## src/rtl/sysreg_access_ctrl_pkg.sv

```systemverilog
// sysreg_access_ctrl_pkg: sysreg id layout, instruction decode helpers, FSM and fault types
package sysreg_access_ctrl_pkg;
  localparam logic [7:0] OP_MFS = 8'b0000_1100;
  localparam logic [7:0] OP_MTS = 8'b0000_1101;
  typedef struct packed {
    logic [2:0] num;
    logic [1:0] pl;
    logic [4:0] group;
  } sysreg_id_s;
  typedef union packed {
    logic [9:0] raw;
    sysreg_id_s f;
  } sysreg_id_u;
  typedef enum logic [1:0] {IDLE, CHECK, BUS, RESP} state_e;
  typedef enum logic [2:0] {F_NONE, F_ILLEGAL, F_PRIV, F_BUS_ERR, F_TIMEOUT} fault_e;
  function automatic logic is_mts(input logic [31:0] insn);
    return insn[31:23] == 9'd0 && insn[7:0] == OP_MTS;
  endfunction
  function automatic logic is_mfs(input logic [31:0] insn);
    return insn[31:23] == 9'd0 && insn[7:0] == OP_MFS;
  endfunction
  function automatic logic [4:0] insn_rd(input logic [31:0] insn);
    return insn[22:18];
  endfunction
  function automatic sysreg_id_u insn_sysreg(input logic [31:0] insn);
    return insn[17:8];
  endfunction
endpackage

```

## src/rtl/sysreg_access_ctrl_arb.sv

```systemverilog
// sysreg_req_arb: two-requester arbiter, debug favoured unless it won last time
module sysreg_req_arb (
  input  logic clk,
  input  logic rst_n,
  input  logic en,
  input  logic pipe_valid,
  input  logic dbg_valid,
  output logic gnt_pipe,
  output logic gnt_dbg
);
  logic last_dbg_q, last_dbg_d;
  // grant selection and fairness flag update
  always_comb begin
    gnt_dbg = en && dbg_valid && !(pipe_valid && last_dbg_q);
    gnt_pipe = en && pipe_valid && !gnt_dbg;
    last_dbg_d = gnt_dbg ? 1'b1 : gnt_pipe ? 1'b0 : last_dbg_q;
  end
  // fairness flag register
  always_ff @(posedge clk or negedge rst_n)
    if (!rst_n) last_dbg_q <= 1'b0;
    else last_dbg_q <= last_dbg_d;
endmodule

```

## src/rtl/sysreg_access_ctrl.sv

```systemverilog
// sysreg_access_ctrl: arbitrates pipeline/debug sysreg accesses, checks privilege, drives the sysreg bus
module sysreg_access_ctrl
  import sysreg_access_ctrl_pkg::*;
#(
  parameter int TIMEOUT = 64,
  parameter int DATA_W = 32
) (
  input  logic              clk,
  input  logic              rst_n,
  input  logic [1:0]        cur_pl,
  input  logic              pipe_valid,
  input  logic [31:0]       pipe_insn,
  input  logic [DATA_W-1:0] pipe_wdata,
  output logic              pipe_ready,
  output logic              pipe_done,
  output logic [4:0]        pipe_rd,
  output logic [DATA_W-1:0] pipe_rdata,
  output logic              pipe_fault,
  input  logic              dbg_valid,
  input  logic              dbg_write,
  input  logic [9:0]        dbg_id,
  input  logic [DATA_W-1:0] dbg_wdata,
  output logic              dbg_ready,
  output logic              dbg_done,
  output logic [DATA_W-1:0] dbg_rdata,
  output logic              dbg_fault,
  output logic              sr_req,
  output logic              sr_write,
  output logic [9:0]        sr_id,
  output logic [DATA_W-1:0] sr_wdata,
  input  logic              sr_ack,
  input  logic [DATA_W-1:0] sr_rdata,
  input  logic              sr_err
);
  localparam int CW = $clog2(TIMEOUT);
  state_e state_q, state_d;
  fault_e cause_q, cause_d, check_f;
  sysreg_id_u id_q, id_d;
  logic [31:0] insn_q, insn_d;
  logic [DATA_W-1:0] wdata_q, wdata_d, rdata_q, rdata_d;
  logic [CW-1:0] cnt_q, cnt_d;
  logic owner_dbg_q, owner_dbg_d, write_q, write_d;
  logic pipe_done_q, pipe_done_d, dbg_done_q, dbg_done_d;
  logic pipe_fault_q, pipe_fault_d, dbg_fault_q, dbg_fault_d;
  logic gnt_pipe, gnt_dbg, expire, done;

  sysreg_req_arb u_arb (
    .clk        (clk),
    .rst_n      (rst_n),
    .en         (state_q == IDLE),
    .pipe_valid (pipe_valid),
    .dbg_valid  (dbg_valid),
    .gnt_pipe   (gnt_pipe),
    .gnt_dbg    (gnt_dbg)
  );

  assign expire = cnt_q == CW'(TIMEOUT - 1);
  assign pipe_ready = gnt_pipe;
  assign dbg_ready = gnt_dbg;
  assign sr_req = state_q == BUS;
  assign sr_write = write_q;
  assign sr_id = id_q.raw;
  assign sr_wdata = wdata_q;
  assign pipe_done = pipe_done_q;
  assign pipe_fault = pipe_fault_q;
  assign pipe_rd = pipe_done_q ? insn_rd(insn_q) : 5'd0;
  assign pipe_rdata = pipe_done_q ? rdata_q : '0;
  assign dbg_done = dbg_done_q;
  assign dbg_fault = dbg_fault_q;
  assign dbg_rdata = dbg_done_q ? rdata_q : '0;

  // access sequencing: capture on grant, check, bus wait with timeout, respond
  always_comb begin
    state_d = state_q;
    owner_dbg_d = owner_dbg_q;
    insn_d = insn_q;
    id_d = id_q;
    write_d = write_q;
    wdata_d = wdata_q;
    cause_d = cause_q;
    cnt_d = '0;
    rdata_d = '0;
    done = 1'b0;
    check_f = !owner_dbg_q && !(is_mts(insn_q) || is_mfs(insn_q)) ? F_ILLEGAL :
              !owner_dbg_q && cur_pl > id_q.f.pl ? F_PRIV : F_NONE;
    case (state_q)
      IDLE: if (gnt_pipe || gnt_dbg) begin
        state_d = CHECK;
        owner_dbg_d = gnt_dbg;
        insn_d = gnt_pipe ? pipe_insn : insn_q;
        id_d = gnt_dbg ? dbg_id : insn_sysreg(pipe_insn);
        write_d = gnt_dbg ? dbg_write : is_mts(pipe_insn);
        wdata_d = gnt_dbg ? dbg_wdata : pipe_wdata;
        cause_d = F_NONE;
      end
      CHECK: begin
        done = check_f != F_NONE;
        cause_d = check_f;
        state_d = done ? RESP : BUS;
      end
      BUS: begin
        done = sr_ack || expire;
        cnt_d = cnt_q + 1'b1;
        cause_d = !done ? cause_q : sr_ack ? (sr_err ? F_BUS_ERR : F_NONE) : F_TIMEOUT;
        rdata_d = sr_ack && !sr_err && !write_q ? sr_rdata : '0;
        state_d = done ? RESP : BUS;
      end
      default: state_d = IDLE;
    endcase
    pipe_done_d = done && !owner_dbg_q;
    dbg_done_d = done && owner_dbg_q;
    pipe_fault_d = pipe_done_d && cause_d != F_NONE;
    dbg_fault_d = dbg_done_d && cause_d != F_NONE;
  end

  // state, captured request and registered response outputs
  always_ff @(posedge clk or negedge rst_n)
    if (!rst_n) begin
      state_q <= IDLE;
      owner_dbg_q <= 1'b0;
      insn_q <= '0;
      id_q <= '0;
      write_q <= 1'b0;
      wdata_q <= '0;
      cause_q <= F_NONE;
      cnt_q <= '0;
      rdata_q <= '0;
      pipe_done_q <= 1'b0;
      dbg_done_q <= 1'b0;
      pipe_fault_q <= 1'b0;
      dbg_fault_q <= 1'b0;
    end else begin
      state_q <= state_d;
      owner_dbg_q <= owner_dbg_d;
      insn_q <= insn_d;
      id_q <= id_d;
      write_q <= write_d;
      wdata_q <= wdata_d;
      cause_q <= cause_d;
      cnt_q <= cnt_d;
      rdata_q <= rdata_d;
      pipe_done_q <= pipe_done_d;
      dbg_done_q <= dbg_done_d;
      pipe_fault_q <= pipe_fault_d;
      dbg_fault_q <= dbg_fault_d;
    end
endmodule
```

## config.mk

```make
export PLATFORM = sky130hd
export DESIGN_NAME = sysreg_access_ctrl
export DESIGN_NICKNAME = d
export VERILOG_FILES = /design/src/rtl/sysreg_access_ctrl_pkg.sv /design/src/rtl/sysreg_access_ctrl_arb.sv /design/src/rtl/sysreg_access_ctrl.sv
export SDC_FILE = /design/constraint.sdc
export NUM_CORES = 1
export LEC_CHECK = 0
export BUFFER_PORTS_ARGS = -buffer_cell sky130_fd_sc_hd__buf_2
export CAP_MARGIN = 10
export CORE_MARGIN = 4
export CORE_UTILIZATION = 46
export CTS_CLUSTER_DIAMETER = 40
export CTS_CLUSTER_SIZE = 30
export DETAILED_ROUTE_END_ITERATION = 8
export PLACE_DENSITY = 0.81
export SYNTH_ARGS = -nofsm -noshare
export SYNTH_HDL_FRONTEND = slang
export SYNTH_HIERARCHICAL = 1
export SYNTH_SLANG_ARGS = --single-unit
```

## constraint.sdc

```tcl
create_clock -name clk -period 2.4 [get_ports clk]
set_input_delay 0.48 -clock clk [delete_from_list [all_inputs] [get_ports clk]]
set_output_delay 0.48 -clock clk [all_outputs]
set_load 0.005 [all_outputs]
```

==> flow_summary.ini <==
[floorplanning]
start_util_pct = 47.32
core_mm2 = 0.01094
fp-row-count = 38
die_w_um = 114.1
num_io_pins = 266
dieArea_mm2 = 0.01301
die_h_um = 114.1

[timing]
max_slew_margin_pct = 53.19
hold-worst-slack_ps = 58.45
finalSetupTns_ps = 0
hold_violations = 0
fin_crit_sh_pct = 95.35
max_freq_ghz = 0.4370
setup_viol = 0
final_max_slew_viol_count = 0
period_minus_slack_ps = 2289
setup_ws_ps = 111.5
worst_slew_pin_slew_ps = 702.1
finClkSkew_ps = 9.897

[grt]
overflow = 0
antenna_found_initial = 0
grt_pass1_wl_mm = 21.29
grt_max_degree = 87
grt.total_usage_pct = 20.82
grt_pass1_vias = 4428

[synthesis]
synth.yosys.warnings = 6
avgSynthCellArea_um2 = 10.94
seq_area_frac_synth_pct = 54.64
ys_ff_latch = 113
syn_nets = 627
synthCells = 473
yosysUniqueCellTypes = 41
synth_area_mm2 = 0.005175

[detailed_routing]
first_pass_iters = 4
drt_iter0_markers = 166
wl_per_cell_um = 15.13
wirelength_mm = 13.55
routed-via-count = 4332
avgViaCountPerCell = 4.835
drc = 0
ant_nets = 0

[setup_path]
path_class = flip-flop to primary output
cpPeakStageDelay_ps = 410
cp-start-kind = flip-flop
cp_cell_sequence = inv_1, ha_1, nand2_1, a21oi_1, buf_4, buf_2
crit_fanout = 4
worstPathRequired_ps = 1920
critPathTopFamily = buffers and inverters
end_kind = primary output
worst_path_max_delay_cell = dfrtp_1
cp.arrival_ps = 1810
worst-path-buf-inv = 3

[clock_network]
cts_tree = yes
insertion_delay_ps = 400
ctsHoldBuffers = 0
root_buffer = clkbuf_16
clock_path_buffers = 2
cts.sink_count = 113
cts_buffers = 17
htreeDepth = 4
cts_resized = 0
clkTransAtPathRegs_ps = 50

[worst_hold_path]
min_path_type = input port to asynchronous set/reset pin

[power_and_ir_drop]
p_leak_uw = 0.003939
irDropWorstVdd_uv = 506.1
p_per_area_mw_per_mm2 = 1011

[outcome]
outcome = finished clean

[layout]
n_antenna_cell = 0
nNetsFinal = 899
area_growth_pct = 41.56
drive_above_1_share_pct = 44.31
utilization_pct = 66.99

[placed_design]
numPortBuffers = 265
finalWeightedCongestion = 0.8170
dp_hpwl_mm = 10.14
dp_slack_ps = 373.4

[run]
drv_cap = 0
-- routing by layer --
metal	GRT usage [%]	share of wire (%)	vias up
met4	6.176	1.2	0
met1	23.90	38	1978
met2	37.24	51	204
li1	-	-	2132
met3	6.501	9.1	18
met5	0	0	-
-- registers in the layout, indices dropped and copies added, names as in the netlist --
register,count
sr_id,10
u_arb/last_dbg_q,1
rdata_q,32
sr_write,1
owner_dbg_q,1
cause_q,3
pipe_fault,1
dbg_fault,1
state_q,2
sr_wdata,32
pipe_done,1
dbg_done,1
insn_q,21
cnt_q,6
-- timing repair --
action,in CTS,in global routing
endpoints found under the setup margin,1,1
setup buffers,0,2
cloned,1,1
-- cells in the final DEF (no fill, tap or decap), types with 3 or more instances in the layout --
master       n
and2_1     102
buf_4        9
buf_12       3
mux2i_1     42
and3_1       3
o21ai_0     43
a21oi_1      3
xnor2_1      3
o21ai_1      4
buf_2      264
nand2_1     51
inv_1        9
clkbuf_1     4
clkbuf_16   18
ha_1         7
mux2_2      22
nor2_1       8
dfrtp_1    113
nand4_1      3
clkinv_2     5
-- area by class of cell --
class                      count  area, um^2
inverter                       9       33.78
sequential                   113        2828
clock inverter                 7       85.08
fill                         845        3610
clock buffer                  23       467.9
tap                          140       175.2
multi-input combinational    326        2230
timing repair buffer         278        1506
-- cells by family (layout without fill, tap and decap cells) --
family	count (synthesis)	in the layout	synth area share, %
compound gates	63	63	6.697
flops	113	113	54.64
mux	64	64	12.91
simple gates	188	188	20.58
buf+inv	34	317	2.805
xor+xnor	4	4	0.6771
fa+ha+maj	7	7	1.692
-- per-stage QoR --
| stage | area [um^2] | total power (uW) | std cells |
|---|---|---|---|
| final | 7326 | 7406 | 896 |
| after global routing | 7326 | 7918 | 896 |
| after CTS | 7286 | 7464 | 893 |
| after detailed placement | 6700 | 5043 | 862 |
| after global placement | 6700 | 4913 | 862 |
| after floorplan | 5175 | 4080 | 473 |
-- cell usage after synthesis, drive strengths merged --
| library cell | n | area (um^2) |
|---|---|---|
| a21oi | 5 | 28.78 |
| a31oi | 2 | 12.51 |
| nand2b | 1 | 6.260 |
| or3 | 1 | 6.260 |
| a21boi | 2 | 15.01 |
| nor4b | 2 | 17.52 |
| nor2b | 2 | 12.51 |
| a41oi | 1 | 8.760 |
| o211ai | 1 | 7.510 |
| xor2 | 1 | 8.760 |
| dfrtp | 113 | 2828 |
| a211oi | 1 | 7.510 |
| ha | 7 | 87.58 |
| nor3b | 1 | 18.77 |
| nand4 | 3 | 18.77 |
| and4b | 1 | 10.01 |
| buf | 12 | 62.56 |
| mux2 | 22 | 247.7 |
| nand3 | 2 | 10.01 |
| or2 | 1 | 6.260 |
| inv | 9 | 33.78 |
| o21a | 1 | 7.510 |
| o21ai | 48 | 240.2 |
| nor2 | 8 | 30.03 |
| a22o | 1 | 8.760 |
| nor4 | 4 | 37.53 |
| and3 | 4 | 30.03 |
| nor3 | 4 | 25.02 |
| mux2i | 42 | 420.4 |
| and2 | 103 | 644.4 |
| o211a | 1 | 10.01 |
| nand2 | 51 | 191.4 |
| clkbuf | 13 | 48.80 |
| xnor2 | 3 | 26.28 |
-- worst paths after layout --
path                              from          to  slack (ps)  cells past startpoint
setup / recovery            state_q[0]  pipe_ready         110                      6
hold / removal                   rst_n  insn_q[19]          60                      1
setup reg to reg            state_q[0]   dbg_fault         260                     10
hold reg to reg               cnt_q[0]    cnt_q[0]         450                      1
max in group asynchronous        rst_n  rdata_q[1]        1590                      2
min in group clk           sr_rdata[9]  rdata_q[9]         290                      2
-- power breakdown --
part | switching [uW] | internal (uW) | total, uW | leakage [uW]
combinational | 1080 | 1080 | 2160 | 0.00219
clock | 777 | 1560 | 2330 | 0.000276
sequential | 378 | 2530 | 2910 | 0.00147
total | 2240 | 5170 | 7410 | 0.00394
-- worst register-to-register path, cell delays in order (launching register included) --
cell and delay, ps:
dfrtp_1 410, inv_1 100, ha_1 190, nand2_1 130
a21oi_4 190, buf_4 150, nor3b_4 50, or2_1 260
o21ai_0 220, and3_1 260, a21boi_1 80
(Power assumes the default switching activity.)
